<file path="config.mk">
export PLATFORM = sky130hd
export DESIGN_NAME = player_id_auth_param_flat
export DESIGN_NICKNAME = d
export VERILOG_FILES = /design/src/rtl/player_id_auth_param_if.sv /design/src/rtl/player_id_auth_param.sv /design/src/flat_wrapper.sv
export SDC_FILE = /design/constraint.sdc
export NUM_CORES = 1
export LEC_CHECK = 0
export BUFFER_PORTS_ARGS = -buffer_cell sky130_fd_sc_hd__buf_2
export CAP_MARGIN = 10
export CORE_MARGIN = 1
export CORE_UTILIZATION = 45
export DETAILED_ROUTE_END_ITERATION = 10
export GPL_TIMING_DRIVEN = 0
export PLACE_DENSITY_LB_ADDON = 0.3
export SYNTH_ARGS = -nofsm -noshare
export SYNTH_HDL_FRONTEND = slang
export SYNTH_SLANG_ARGS = --single-unit
</file>
<file path="constraint.sdc">
create_clock -name clk -period 3 [get_ports clk]
set_input_delay 0.6 -clock clk [delete_from_list [all_inputs] [get_ports clk]]
set_output_delay 0.6 -clock clk [all_outputs]
set_load 0.05 [all_outputs]
</file>
<file path="src/rtl/player_id_auth_param_if.sv">
// rtl/player_id_auth_param_if.sv - ID ROM read bus between the authenticator and its code ROM
interface player_id_auth_param_if #(
    parameter int ADDR_W = 5,
    parameter int CODE_W = 16
);
    logic [ADDR_W-1:0] rom_addr;
    logic [CODE_W-1:0] rom_data;

    modport master (output rom_addr, input rom_data);
    modport slave  (input rom_addr, output rom_data);
endinterface

</file>
<file path="src/rtl/player_id_auth_param.sv">
// rtl/player_id_auth_param.sv - keypad player-ID authenticator: guest code, ROM search, failure lockout
module player_id_auth_param #(
    parameter int DIGIT_W     = 4,
    parameter int ID_DIGITS   = 4,
    parameter int NUM_IDS     = 8,
    parameter int IDX_W       = 3,
    parameter int ADDR_W      = 5,
    parameter int ROM_BASE    = 0,
    parameter logic [DIGIT_W*ID_DIGITS-1:0] GUEST_CODE = '0,
    parameter int MAX_FAILS   = 3,
    parameter int LOCK_CYCLES = 1000,
    localparam int CODE_W     = DIGIT_W * ID_DIGITS,
    localparam int FC_W       = $clog2(MAX_FAILS + 1)
) (
    input  logic                   clk,
    input  logic                   rst,
    input  logic [DIGIT_W-1:0]     user_digit,
    input  logic                   user_load,
    input  logic                   logout,
    player_id_auth_param_if.master rom,
    output logic                   matched,
    output logic [IDX_W-1:0]       player_id,
    output logic                   is_guest,
    output logic                   busy,
    output logic                   fail_pulse,
    output logic                   locked,
    output logic [FC_W-1:0]        fail_count
);
    localparam int DCNT_W = $clog2(ID_DIGITS + 1);
    localparam int TMR_W  = $clog2(LOCK_CYCLES + 1);

    typedef enum logic [2:0] {
        S_IDLE, S_CHECK, S_LOOKUP, S_CMP, S_AUTH, S_LOCKED
    } state_t;

    state_t             state_q, state_d;
    logic [CODE_W-1:0]  code_q, code_d;
    logic [DCNT_W-1:0]  dcnt_q, dcnt_d;
    logic [IDX_W-1:0]   idx_q, idx_d;
    logic [FC_W-1:0]    fcnt_q, fcnt_d;
    logic [TMR_W-1:0]   timer_q, timer_d;
    logic [IDX_W-1:0]   pid_q, pid_d;
    logic               matched_q, matched_d;
    logic               guest_q, guest_d;
    logic               fpulse_q, fpulse_d;

    always_ff @(posedge clk or negedge rst) begin
        if (!rst) state_q <= S_IDLE;
        else      state_q <= state_d;
    end

    always_comb begin
        state_d   = state_q;
        code_d    = code_q;
        dcnt_d    = dcnt_q;
        idx_d     = idx_q;
        fcnt_d    = fcnt_q;
        timer_d   = timer_q;
        pid_d     = pid_q;
        matched_d = matched_q;
        guest_d   = guest_q;
        fpulse_d  = 1'b0;
        case (state_q)
            S_IDLE: begin
                // logout outranks a simultaneous digit so a half-typed code never survives
                if (logout) begin
                    code_d = '0;
                    dcnt_d = '0;
                end else if (user_load) begin
                    code_d = (code_q << DIGIT_W) | CODE_W'(user_digit);
                    if (dcnt_q == DCNT_W'(ID_DIGITS - 1)) state_d = S_CHECK;
                    else                                  dcnt_d  = dcnt_q + DCNT_W'(1);
                end
            end
            S_CHECK: begin
                if (logout) begin
                    state_d = S_IDLE;
                end else if (code_q == GUEST_CODE) begin
                    state_d   = S_AUTH;
                    matched_d = 1'b1;
                    guest_d   = 1'b1;
                    pid_d     = '0;
                end else begin
                    idx_d   = '0;
                    state_d = S_LOOKUP;
                end
            end
            S_LOOKUP: state_d = logout ? S_IDLE : S_CMP;
            S_CMP: begin
                if (logout) begin
                    state_d = S_IDLE;
                end else if (rom.rom_data == code_q) begin
                    state_d   = S_AUTH;
                    matched_d = 1'b1;
                    guest_d   = 1'b0;
                    pid_d     = idx_q;
                    fcnt_d    = '0;
                end else if (32'(idx_q) < NUM_IDS - 1) begin
                    idx_d   = idx_q + IDX_W'(1);
                    state_d = S_LOOKUP;
                end else begin
                    fpulse_d = 1'b1;
                    fcnt_d   = fcnt_q + FC_W'(1);
                    if (32'(fcnt_q) + 32'd1 == 32'(MAX_FAILS)) begin
                        state_d = S_LOCKED;
                        timer_d = TMR_W'(LOCK_CYCLES);
                    end else begin
                        state_d = S_IDLE;
                    end
                end
            end
            S_AUTH: begin
                if (logout) begin
                    state_d   = S_IDLE;
                    matched_d = 1'b0;
                    guest_d   = 1'b0;
                    pid_d     = '0;
                end
            end
            S_LOCKED: begin
                // the timer counts the remaining locked cycles including the current one
                if (timer_q <= TMR_W'(1)) begin
                    state_d = S_IDLE;
                    fcnt_d  = '0;
                end else begin
                    timer_d = timer_q - TMR_W'(1);
                end
            end
            default: state_d = S_IDLE;
        endcase
        if (state_d == S_IDLE && state_q != S_IDLE) begin
            code_d = '0;
            dcnt_d = '0;
            idx_d  = '0;
        end
    end

    always_ff @(posedge clk or negedge rst) begin
        if (!rst) begin
            code_q    <= '0;
            dcnt_q    <= '0;
            idx_q     <= '0;
            fcnt_q    <= '0;
            timer_q   <= '0;
            pid_q     <= '0;
            matched_q <= 1'b0;
            guest_q   <= 1'b0;
            fpulse_q  <= 1'b0;
        end else begin
            code_q    <= code_d;
            dcnt_q    <= dcnt_d;
            idx_q     <= idx_d;
            fcnt_q    <= fcnt_d;
            timer_q   <= timer_d;
            pid_q     <= pid_d;
            matched_q <= matched_d;
            guest_q   <= guest_d;
            fpulse_q  <= fpulse_d;
        end
    end

    always_comb begin
        busy         = (state_q == S_CHECK) || (state_q == S_LOOKUP) || (state_q == S_CMP);
        locked       = (state_q == S_LOCKED);
        rom.rom_addr = ADDR_W'(ROM_BASE) + ADDR_W'(idx_q);
        matched      = matched_q;
        player_id    = pid_q;
        is_guest     = guest_q;
        fail_pulse   = fpulse_q;
        fail_count   = fcnt_q;
    end
endmodule

</file>
<file path="src/flat_wrapper.sv">
// flat-port wrapper written by rule: the top's interface ports become plain ports
module player_id_auth_param_flat 
#(
    parameter int DIGIT_W     = 4,
    parameter int ID_DIGITS   = 4,
    parameter int NUM_IDS     = 8,
    parameter int IDX_W       = 3,
    parameter int ADDR_W      = 5,
    parameter int ROM_BASE    = 0,
    parameter logic [DIGIT_W*ID_DIGITS-1:0] GUEST_CODE = '0,
    parameter int MAX_FAILS   = 3,
    parameter int LOCK_CYCLES = 1000,
    localparam int CODE_W     = DIGIT_W * ID_DIGITS,
    localparam int FC_W       = $clog2(MAX_FAILS + 1)
)
  (clk, rst, user_digit, user_load, logout, matched, player_id, is_guest, busy, fail_pulse, locked, fail_count, rom_rom_addr, rom_rom_data);
  player_id_auth_param_if #(.ADDR_W(ADDR_W), .CODE_W(16)) rom_i ();
  input  logic clk;
  input  logic rst;
  input  logic [DIGIT_W-1:0] user_digit;
  input  logic user_load;
  input  logic logout;
  output logic matched;
  output logic [IDX_W-1:0] player_id;
  output logic is_guest;
  output logic busy;
  output logic fail_pulse;
  output logic locked;
  output logic [FC_W-1:0] fail_count;
  output wire logic [$bits(rom_i.rom_addr)-1:0] rom_rom_addr;
  input wire logic [$bits(rom_i.rom_data)-1:0] rom_rom_data;
  assign rom_rom_addr = rom_i.rom_addr;
  assign rom_i.rom_data = rom_rom_data;
  player_id_auth_param #(.DIGIT_W(DIGIT_W), .ID_DIGITS(ID_DIGITS), .NUM_IDS(NUM_IDS), .IDX_W(IDX_W), .ADDR_W(ADDR_W), .ROM_BASE(ROM_BASE), .GUEST_CODE(GUEST_CODE), .MAX_FAILS(MAX_FAILS), .LOCK_CYCLES(LOCK_CYCLES)) u_core (.clk(clk), .rst(rst), .user_digit(user_digit), .user_load(user_load), .logout(logout), .rom(rom_i), .matched(matched), .player_id(player_id), .is_guest(is_guest), .busy(busy), .fail_pulse(fail_pulse), .locked(locked), .fail_count(fail_count));
endmodule
</file>
== Word-level counts from Yosys, hierarchy flattened ==
Index checks and enable logic that the tools add are counted.
Word-level totals
  flip-flop bits (word level): 43
  input bits: 24
Cells by class
  add/subtract/negate cells: 5
  order comparisons: 2
  eq/ne operators: 25
  muxes and demuxes: 59
  bitwise gates (word level): 1
  reductions and logical operators: 18
Operators with widths (number)
  3-bit two-way mux: 27
  16-bit two-way mux: 4
  10-bit two-way mux: 5
  32-bit by 2-bit equality test with 1-bit output, second input constant: 1
  10-bit one-hot mux with 2 select lines: 1
  3-bit one-hot mux with 6 select lines: 1
  6-bit AND reduction: 3
  16-bit equality test: 1
  16-bit zero test: 1
  16-bit by 4-bit bitwise OR with 16-bit output: 1
  2-bit != test, second input constant: 6
  3-bit nonzero test: 4
  1-bit two-way mux: 11
  10-bit by 1-bit less-or-equal comparator with 1-bit output, second input constant: 1
  2-bit two-way mux: 5
  10-bit by 1-bit subtractor with 10-bit output, second input constant: 1
  3-bit by 2-bit equality test with 1-bit output, second input constant: 3
  3-bit by 2-bit != test with 1-bit output, second input constant: 3
  3-bit != test, second input constant: 3
  3-bit one-hot mux with 3 select lines: 1
  2-bit by 1-bit != test with 1-bit output, second input constant: 4
  3-bit by 1-bit adder with 3-bit output, second input constant: 2
  3-bit equality test, second input constant: 2
  3-bit zero test: 2
  14 further kinds: 17

== Depth between registers and ports, before layout ==
Gate-level depths: netlist (run 1).
  depth in word-level cells: 11
  depth in mapped cells: 9

== Worst setup path before layout (run 1) ==
Ideal clock, no wire load.
  kind: input port to flip-flop
  start: input rom_rom_data[5]
  end: register u_core.code_q[0]
  library setup time: 121 ps
  data arrival time: 2259 ps
  required time: 2879 ps
  slack: 620 ps
  stages on the path: 8
  cell sequence: xnor2_1 -> nand4_1 -> nor4_4 -> o311ai_1 -> nand4bb_4 -> o21a_2 -> buf_6 -> a22o_1
Between the ends
  longest elaborated chain between the ends: 8
  elaborated cells between the ends (all ways): 10
  classes of those cells: eq/ne: 1; mux: 4; reduce/logical: 5
Ends and longest elaborated chain
  from (decl): RTL line flat_wrapper.sv:31  | input wire logic [$bits(rom_i.rom_data)-1:0] rom_rom_data;
  16-bit equality test (*): RTL line player_id_auth_param.sv:92  | end else if (rom.rom_data == code_q) begin
  3-bit two-way mux (*): RTL line player_id_auth_param.sv:92
  3-bit two-way mux (*): RTL line player_id_auth_param.sv:90  | if (logout) begin
  3-bit one-hot mux with 6 select lines (*): RTL line player_id_auth_param.sv:63  | case (state_q)
  3-bit zero test (*): RTL line player_id_auth_param.sv:131  | if (state_d == S_IDLE && state_q != S_IDLE) begin
  1-bit logical AND (*): RTL line player_id_auth_param.sv:131
  3-bit nonzero test (no source line) or 2-bit nonzero test (tied branches)
  2-bit AND reduction (no source line)
  to (signal assigned): RTL line player_id_auth_param.sv:150  | code_q <= code_d;
  to (decl): RTL line player_id_auth_param.sv:37  | logic [CODE_W-1:0] code_q, code_d;
Every way passes the cells marked *; elsewhere a longest branch is shown, timed or not.
A chain may end at the register's enable or synchronous reset.

== Worst setup path after layout (run 1) ==
  start: register u_core.code_q[6]
  end: register u_core.code_q[4]
Between the ends
  longest elaborated chain between the ends: 8
  elaborated cells between the ends (all ways): 13
  classes of those cells: eq/ne: 1; mux: 6; reduce/logical: 6
Ends and longest elaborated chain (RTL line)
  16-bit equality test or 16-bit zero test (tied branches): player_id_auth_param.sv:92, player_id_auth_param.sv:78
  3-bit two-way mux, on equally long branches: player_id_auth_param.sv:92, player_id_auth_param.sv:78
  3-bit two-way mux, on equally long branches: player_id_auth_param.sv:90, player_id_auth_param.sv:76
  3-bit one-hot mux with 6 select lines (*): player_id_auth_param.sv:63
  3-bit zero test (*): player_id_auth_param.sv:131
  1-bit logical AND (*): player_id_auth_param.sv:131
  3-bit nonzero test (no source line) or 2-bit nonzero test (tied branches)
  2-bit AND reduction (no source line)
Marked as above.

==> results.py, run 1 <==
metrics = {
    "place": {
        "placed_area_sq_um": 2560,
        "dp_hpwl_mm": 3.48,
        "gp_congestion": 0.862,
        "io_buffer_count": 35,
    },
    "floorplanning": {
        "rows": 25,
        "dieWidth_um": 73.4,
        "core_sq_um": 4820,
        "start_util_pct": 47.7,
        "die_y_um": 73.4,
        "pin_count": 39,
        "die_area_sq_um": 5390,
    },
    "worst_setup_path": {
        "worstSetupPathType": "reg -> reg",
        "required_ns": 3.19,
        "cp_max_fo": 10,
        "crit_arrival_ns": 2.69,
        "critPathSlowestCell": "nor4_4",
        "path_cells": "xnor2_1, nand4_1, nor4_4, o311ai_1, nand4bb_4, o21a_2, buf_6, a22o_1",
        "cp-start-kind": "flop",
        "slowest_delay_ns": 0.57,
        "cp-end-kind": "flop",
    },
    "yosys": {
        "yosys_warnings": 0,
        "ys.flop_type": "dfrtp_1",
        "synth_top_family_by_area": "simple AND/OR/NAND/NOR gates",
        "synth_xor_area_share_pct": 7.63,
        "synth_fa_ha_area_share_pct": 3.27,
        "yosys.area.top_type": "dfrtp_1",
        "synthTopCellsByArea": "dfrtp_1 (47%), xnor2_1 (6.5%), a22o_1 (6.1%)",
        "synth_edf_count": 0,
        "synth_cell_type_count": 50,
        "syn_area_sq_um": 2300,
        "ys_seq_elements": 43,
        "synth-simple-area-share_pct": 20.3,
        "async_flop_share_pct": 100,
        "synth_cells": 229,
        "synthMuxAreaShare_pct": 0.926,
        "avgSynthCellArea_sq_um": 10.0,
        "synth.top_cell.area_share_pct": 46.9,
        "ys_seq_area_share_pct": 46.9,
        "synth_compound_area_share_pct": 16.8,
    },
    "status": {
        "run_status": "finished, final reports clean",
    },
    "route": {
        "wirelength_mm": 4.74,
        "drc": 0,
        "routedWlPerCell_um": 13.9,
        "dr.pass1.iters": 4,
        "avgViaCountPerCell": 5.39,
        "detail-route-antenna-nets": 0,
        "num_vias": 1833,
        "drt_iter0_drc": 95,
    },
    "global_routing": {
        "antenna_found_initial": 0,
        "grt_max_degree": 44,
        "grt-busiest-layer": "met2",
        "grt_usage_pct": 20.4,
        "grt_use_met3_pct": 4.39,
        "met2_usage_pct": 32.3,
        "grt-ovfl-total": 0,
        "grt_pass1_vias": 1813,
        "gr-usage-met1_pct": 27.4,
        "grt_pass1_wl_mm": 8.43,
    },
    "job": {
        "maxCapViolations": 0,
    },
    "timing": {
        "period_share_pct": 83.6,
        "finalClockSkew_ns": 0.00296,
        "fmax_mhz": 399,
        "relSlewSlack_pct": 37.7,
        "grt_setup_unrepaired": "no",
        "tns_ns": 0,
        "period_minus_slack_ns": 2.51,
        "maxSlewViolCount": 0,
        "worst_pin_slew_ns": 0.934,
        "finalSetupViolCount": 0,
        "finalHoldWorstSlack_ns": 0.443,
        "final-hold-violation-count": 0,
    },
    "cts": {
        "cts_buffers": 5,
        "cts_hold_buffers": 0,
        "clock-sinks": 43,
        "tritoncts": "yes",
        "htreeDepth": 2,
        "root_buffer": "clkbuf_8",
        "cts_resized": 0,
        "path_clk_slew_ns": 0.08,
        "postCtsSetupBuffers": 0,
        "clk_latency_ns": 0.29,
        "cts_max_path_buffers": 2,
    },
    "cells_and_area": {
        "drive_gt1_share_pct": 18.7,
        "diodes": 0,
        "finalInstanceArea_sq_um": 2640,
        "nets": 302,
        "area_growth_pct": 15.0,
    },
    "power_and_ir_drop": {
        "power_density_nw_per_um2": 441,
        "ir_drop_mv": 0.203,
        "power.leakage_nw": 1.26,
    },
    "min_path": {
        "min_path_type": "in -> async",
    },
}
## power breakdown
part | leakage [nW] | total [mW] | internal, mW | switching, mW
registers | 0.570 | 0.629 | 0.604 | 0.0259
clock network | 0.0422 | 0.353 | 0.164 | 0.189
logic | 0.645 | 0.182 | 0.0666 | 0.115
total | 1.26 | 1.16 | 0.834 | 0.331
## layer usage
| metal | vias up | wire (um) |
|---|---|---|
| li1 | 922 | - |
| met1 | 855 | 2280 |
| met2 | 46 | 2170 |
| met3 | 10 | 199 |
| met4 | 0 | 89 |
| met5 | - | 0 |
## synth_stat cells, drive strengths merged, types with 2 or more instances
cell,number
nor3b,3
nor4,7
nor3,2
nand2b,2
ha,6
dfrtp,43
a22o,16
or3b,2
nor2,13
a21oi,4
and3,2
o21a,2
or4,3
buf,5
xor2,3
inv,13
or3,2
nand4,6
o31ai,4
nand2,28
o21ai,11
xnor2,17
o211ai,2
o311ai,2
nand3,10
clkbuf,2
o22ai,2
## worst paths after layout
check	startpoint	to	slack, ns	cells after the start
max	u_core.code_q[6]	u_core.code_q[4]	0.49	8
min	rst	u_core.timer_q[9]	0.44	1
max reg2reg	u_core.code_q[6]	u_core.code_q[4]	0.49	8
min reg2reg	u_core.player_id[2]	u_core.player_id[2]	0.48	2
max in group asynchronous	rst	u_core.fail_pulse	1.97	1
min in group clk	u_core.player_id[2]	u_core.player_id[2]	0.48	2
## kinds of logic (layout without fill, tap and decap cells)
group	Yosys count	after routing
adder cells (fa/ha/maj)	6	6
flip-flops	43	43
AND/OR/NAND/NOR	85	85
buffers and inverters	20	63
AO/OA/AOI/OAI	52	52
other	1	2
multiplexers	2	2
XOR/XNOR	20	20
## worst max-delay path: cells and delay by family, from the launching register on
family / cells / cell delay, ns
AOI/OAI and AO/OA: 3 / 0.60
xor gates and xnor gates: 1 / 0.16
buffers and inverters: 1 / 0.15
DFF: 1 / 0.44
and+or+nand+nor: 3 / 1.05
## metrics by stage
stage | total power [mW] | util, % | instances | setup WS, ns
after floorplan | 0.764 | - | 230 | 0.620
after global placement | 0.821 | 53.1 | 332 | 0.231
after detailed placement | 0.824 | 53.1 | 332 | 0.195
after CTS | 1.18 | 54.8 | 340 | 0.463
after global routing | 1.23 | 54.8 | 340 | 0.249
final | 1.16 | 54.8 | 340 | 0.493
## cells in the final DEF (no fill, tap or decap), types with 3 or more instances in the layout
cell type,count
nand2_1,28
nand3_1,10
nor4_1,6
clkbuf_8,5
o21ai_1,3
a21oi_1,4
clkbuf_1,4
nor3b_1,3
nor2_1,13
inv_1,13
ha_1,6
or4_1,3
xor2_1,3
buf_2,37
o21ai_0,8
a22o_1,16
nand4_1,6
xnor2_1,17
dfrtp_1,43
o31ai_1,4
## sequential cells by signal, summed over array words and instances (netlist names), 2 cells and up
register           count
u_core.player_id       3
u_core.code_q         16
u_core.idx_q           3
u_core.state_q         3
u_core.fail_count      2
u_core.dcnt_q          3
u_core.timer_q        10
## cell type report
class / instances / area [sq um]
tap: 67 / 83.8
fill: 458 / 2180
inverter: 13 / 48.8
buffer: 7 / 43.8
multi-input combinational: 167 / 1130
sequential: 43 / 1080
clock buffer: 7 / 76.3
timing repair buffer: 35 / 175
clock inverter: 1 / 5.00
No activity file was read; power rests on OpenSTA's default activity.
==> run 2, diff against run 1 <==
==> constraint.sdc (replaced) <==
create_clock -name clk -period 2 [get_ports clk]
set_input_delay 0.4 -clock clk [delete_from_list [all_inputs] [get_ports clk]]
set_output_delay 0.4 -clock clk [all_outputs]
set_load 0.05 [all_outputs]
==> results.py, run 2 (synthesis gave the netlist of run 1 again) <==
metrics = {
    "floorplanning": {
        "start_util_pct": 47.7,
        "pin_count": 39,
        "core_sq_um": 4820,
        "dieWidth_um": 73.4,
        "die_y_um": 73.4,
        "die_area_sq_um": 5390,
        "rows": 25,
    },
    "global_routing": {
        "grt_pass1_vias": 1831,
        "grt_usage_pct": 22.1,
        "antenna_found_initial": 0,
        "grt_pass1_wl_mm": 8.79,
        "grt-ovfl-total": 0,
        "grt_max_degree": 44,
    },
    "timing": {
        "grt_setup_unrepaired": "yes",
        "finalClockSkew_ns": 0.00865,
        "period_minus_slack_ns": 2.27,
        "relSlewSlack_pct": 37.3,
        "final-hold-violation-count": 0,
        "timing.final.ws_setup_ns": -0.270,
        "finalSetupViolCount": 31,
        "maxSlewViolCount": 0,
        "worst_pin_slew_ns": 0.940,
        "period_share_pct": 114,
        "fmax_mhz": 440,
    },
    "cts": {
        "root_buffer": "clkbuf_8",
        "cts_max_path_buffers": 2,
        "tritoncts": "yes",
        "path_clk_slew_ns": 0.08,
        "clock-sinks": 43,
        "clk_latency_ns": 0.30,
        "cts_buffers": 5,
        "htreeDepth": 2,
    },
    "place": {
        "dp_hpwl_mm": 3.43,
        "io_buffer_count": 35,
        "gp_congestion": 0.871,
        "dp.cells": 332,
        "post-place-ws_ns": -0.585,
    },
    "worst_setup_path": {
        "crit_end": "u_core.code_q[15]",
        "crit_arrival_ns": 2.46,
        "critPathLaunch": "u_core.code_q[0]",
        "rr_endpoint": "u_core.code_q[15]",
        "ff2ff_path_depth": 8,
        "cp_max_fo": 10,
        "r2r_slack_ns": -0.27,
        "cp-start-kind": "flop",
        "required_ns": 2.19,
        "crit-reg2reg-launch": "u_core.code_q[0]",
        "cp-end-kind": "flop",
        "worstSetupPathType": "reg -> reg",
    },
    "route": {
        "num_vias": 1952,
        "routedWlPerCell_um": 14.9,
        "dr.pass1.iters": 4,
        "drc": 0,
        "wirelength_mm": 5.27,
        "drt_iter0_drc": 174,
        "detail-route-antenna-nets": 0,
        "avgViaCountPerCell": 5.51,
    },
    "cells_and_area": {
        "diodes": 0,
        "fin_util_pct": 62.4,
        "fin_cells": 354,
        "area_growth_pct": 31.0,
        "layout_commonest_cell": "buf_2",
        "top_regs": "u_core.code_q: 16 flops, u_core.timer_q: 10 flops",
        "drive_gt1_share_pct": 36.6,
        "nets": 316,
        "top_register": "u_core.code_q",
        "largest_reg_flops": 16,
        "final_cell_mix": "buf_2 (36), dfrtp_1 (33), nand2_1 (24)",
    },
    "status": {
        "run_status": "complete, but fails checks",
        "violations": "negative setup slack",
    },
    "job": {
        "maxCapViolations": 0,
    },
    "min_path": {
        "min_path_type": "in -> async",
    },
    "power_and_ir_drop": {
        "power.leakage_nw": 1.38,
        "ir_drop_mv": 0.379,
        "power_density_nw_per_um2": 684,
        "power_mw": 2.06,
    },
}
-- run 2: cell types whose count changed in the layout (fill, tap and decap cells not counted), moves of 4 or more --
cell     before  now
nor4_2        0    4
nor4_1        6    1
dfrtp_2       0   10
dfrtp_1      43   33
nand2_1      28   24
buf_4         2   14
-- run 2: metrics by stage --
step | setup TNS [ns] | hold slack [ns] | instance area [sq um]
after floorplan | -1.80 | 0.104 | 2340
after global placement | -14.98 | 0.454 | 2600
after detailed placement | -15.99 | 0.475 | 2600
after CTS | -3.71 | 0.269 | 2940
after global routing | -8.79 | 0.308 | 3010
final | -4.66 | 0.237 | 3010
-- run 2: worst min-delay path by stage --
stage                                      to                start
final                         u_core.is_guest                  rst
after global routing         u_core.code_q[2]        user_digit[2]
after CTS                     u_core.is_guest                  rst
after detailed placement  u_core.player_id[2]  u_core.player_id[2]
after global placement        u_core.is_guest      u_core.is_guest
after floorplan              u_core.code_q[0]                  rst
-- run 2: routing by layer --
metal / vias to the layer above / share of wire (%) / track usage (%)
met5: - / 0 / 0
met4: 0 / 1.5 / 9.40
met3: 5 / 4.1 / 4.80
met2: 68 / 49 / 34.4
met1: 940 / 45 / 29.8
li1: 939 / - / -
-- run 2: power by group --
part	internal (mW)	switching [mW]	total [mW]	leakage, nW
sequential	0.908	0.0398	0.947	0.554
clock	0.499	0.304	0.803	0.0654
combinational	0.119	0.187	0.306	0.757
total	1.53	0.530	2.06	1.38
-- run 2: layout make-up --
cell class              instances  area (sq um)
repair buffers                 49           290
well taps                      67          83.8
plain buffers                   6          40.0
multi-input cells             168          1320
clock inverters                 2          60.1
flip-flops and latches         43          1090
inverters                      13          48.8
fillers                       413          1810
clock buffers                   6          72.6
-- run 2: timing repair --
item,CTS,global route
hold buffers,0,0
gates resized for setup,25,17
endpoints found under the setup margin,39,38
buffers inserted,12,2
hold endpoints to repair,0,0
pin swaps,8,5
cloned,1,0
-- run 2: worst max-delay path: stages (launching register included) --
cell and delay [ns]:
dfrtp_1 0.44, nor4_2 0.29, nand4_1 0.20, a31oi_2 0.31, o311ai_4 0.16, nand4bb_4 0.25
o21a_4 0.18, buf_6 0.14, a22o_1 0.18
==> run 3, diff against run 2 <==
--- a/config.mk
+++ b/config.mk
@@ -5,11 +5,11 @@
 export SDC_FILE = /design/constraint.sdc
 export NUM_CORES = 1
 export LEC_CHECK = 0
-export BUFFER_PORTS_ARGS = -buffer_cell sky130_fd_sc_hd__buf_2
 export CAP_MARGIN = 10
 export CORE_MARGIN = 1
-export CORE_UTILIZATION = 45
+export CORE_UTILIZATION = 56
 export DETAILED_ROUTE_END_ITERATION = 10
+export DONT_BUFFER_PORTS = 1
 export GPL_TIMING_DRIVEN = 0
 export PLACE_DENSITY_LB_ADDON = 0.3
 export SYNTH_ARGS = -nofsm -noshare
==> results.py, run 3 (synthesis gave the netlist of run 1 again) <==
metrics = {
    "global_routing": {
        "grt_pass1_wl_mm": 9.03,
        "grt_usage_pct": 28.2,
        "antenna_found_initial": 0,
        "grt_max_degree": 44,
        "grt-ovfl-total": 0,
        "grt_pass1_vias": 1919,
    },
    "route": {
        "routedWlPerCell_um": 19.8,
        "avgViaCountPerCell": 6.34,
        "detail-route-antenna-nets": 0,
        "num_vias": 1996,
        "dr.pass1.iters": 4,
        "drt_iter0_drc": 128,
        "wirelength_mm": 6.25,
        "drc": 0,
    },
    "min_path": {
        "min_path_type": "in -> reg",
        "min_path_cells": 1,
        "min-delay-start": "user_digit[1]",
    },
    "cells_and_area": {
        "area_growth_pct": 33.5,
        "top_regs": "u_core.code_q: 16 flops, u_core.timer_q: 10 flops",
        "final_cell_mix": "dfrtp_1 (26), nand2_1 (21), buf_4 (20)",
        "drive_gt1_share_pct": 41.2,
        "layout_commonest_cell": "dfrtp_1",
        "fin_util_pct": 80.7,
        "diodes": 0,
        "top_register": "u_core.code_q",
        "largest_reg_flops": 16,
        "nets": 296,
    },
    "worst_setup_path": {
        "ff2ff_path_depth": 9,
        "cp-start-kind": "flop",
        "crit-reg2reg-launch": "u_core.code_q[11]",
        "critPathSlowestCell": "dfrtp_2",
        "required_ns": 2.19,
        "cp_max_fo": 8,
        "worstSetupPathType": "reg -> reg",
        "critPathLaunch": "u_core.code_q[11]",
        "crit_arrival_ns": 2.51,
        "cp-end-kind": "flop",
        "slowest_delay_ns": 0.45,
        "path_cells": "nor4_2, nand4_1, buf_4, a31oi_4, o311ai_4, nand4bb_4, o21a_4, buf_4, a22o_1",
        "crit_top_cell": "buf_4",
    },
    "cts": {
        "htreeDepth": 2,
        "clk_latency_ns": 0.30,
        "root_buffer": "clkbuf_8",
        "clock-sinks": 43,
        "cts_buffers": 5,
        "path_clk_slew_ns": 0.08,
        "tritoncts": "yes",
        "cts_max_path_buffers": 2,
    },
    "floorplanning": {
        "dieWidth_um": 66.0,
        "pin_count": 39,
        "start_util_pct": 60.4,
        "die_area_sq_um": 4360,
        "rows": 22,
        "core_sq_um": 3800,
        "die_y_um": 66.0,
    },
    "timing": {
        "final-hold-violation-count": 0,
        "maxSlewViolCount": 0,
        "fmax_mhz": 431,
        "period_share_pct": 116,
        "worst_pin_slew_ns": 0.551,
        "grt_setup_unrepaired": "yes",
        "finalClockSkew_ns": 0.00836,
        "timing.final.ws_setup_ns": -0.319,
        "finalSetupViolCount": 32,
        "tns_ns": -6.60,
        "finalHoldWorstSlack_ns": 0.232,
        "relSlewSlack_pct": 63.2,
        "period_minus_slack_ns": 2.32,
    },
    "place": {
        "post-place-ws_ns": -0.456,
        "dp_hpwl_mm": 3.27,
        "io_buffer_count": 0,
        "gp_congestion": 0.878,
    },
    "power_and_ir_drop": {
        "power_density_nw_per_um2": 608,
        "power.leakage_nw": 1.30,
        "ir_drop_mv": 0.580,
    },
    "status": {
        "run_status": "complete, but fails checks",
        "violations": "negative setup slack",
    },
    "job": {
        "maxCapViolations": 0,
    },
}
==> run 3: changes by cell type in the layout (fill, tap and decap cells not counted), moves of 4 or more <==
cell	before	now
dfrtp_2	10	17
buf_2	36	1
buf_4	14	20
xnor2_2	3	7
xnor2_1	14	10
buf_6	3	10
dfrtp_1	33	26
==> run 3: worst paths after layout <==
check | slack [ns] | endpoint
setup reg to reg | -0.32 | u_core.code_q[11]
setup / recovery | -0.32 | u_core.code_q[11]
hold / removal | 0.23 | u_core.code_q[1]
min in group asynchronous | 0.59 | u_core.player_id[0]
max in group asynchronous | 1.19 | u_core.timer_q[6]
hold reg to reg | 0.49 | u_core.dcnt_q[0]
==> run 3: worst max-delay path, delay by kind of cell (launching register included) <==
kind            cells  cell delay, ns
simple gates        3            0.74
compound gates      4            0.69
flops               1            0.45
buf+inv             2            0.32
==> run 3: power by group <==
group / total (mW) / switching [mW] / internal [mW]
logic: 0.288 / 0.146 / 0.142
registers: 1.01 / 0.107 / 0.907
clock network: 0.561 / 0.318 / 0.243
==> run 3: stage by stage <==
| stage | total power, mW | std cells | cell area, sq um |
|---|---|---|---|
| 2_1_floorplan | 1.15 | 230 | 2340 |
| 6_report | 1.86 | 315 | 3070 |
| 3_3_place_gp | 1.18 | 278 | 2400 |
| 3_5_place_dp | 1.19 | 278 | 2400 |
| 4_1_cts | 1.80 | 305 | 2770 |
| 5_1_grt | 1.92 | 315 | 3070 |
==> run 3: final cells by class <==
type,count,area [sq um]
flip-flops and latches,43,1100
fillers,226,733
clock inverters,3,20.0
repair buffers,29,267
clock buffers,5,68.8
inverters,13,51.3
well taps,48,60.1
plain buffers,6,42.5
multi-input cells,168,1460
==> run 3: layer usage <==
metal | wire length (um) | up-vias | track usage, % | part of all wire (%)
li1 | - | 906 | - | -
met1 | 2600 | 987 | 36.6 | 42
met2 | 3120 | 84 | 44.3 | 50
met3 | 346 | 19 | 6.55 | 5.5
met4 | 180 | 0 | 13.0 | 2.9
met5 | 0 | - | 0 | 0
==> run 3: repair_timing <==
item,4_1_cts,5_1_grt
setup buffers,15,12
gates cloned,2,0
hold buffers,2,0
pin swaps,11,28
hold endpoints to repair,43,0
resized for setup,31,58
setup endpoints to repair,39,41
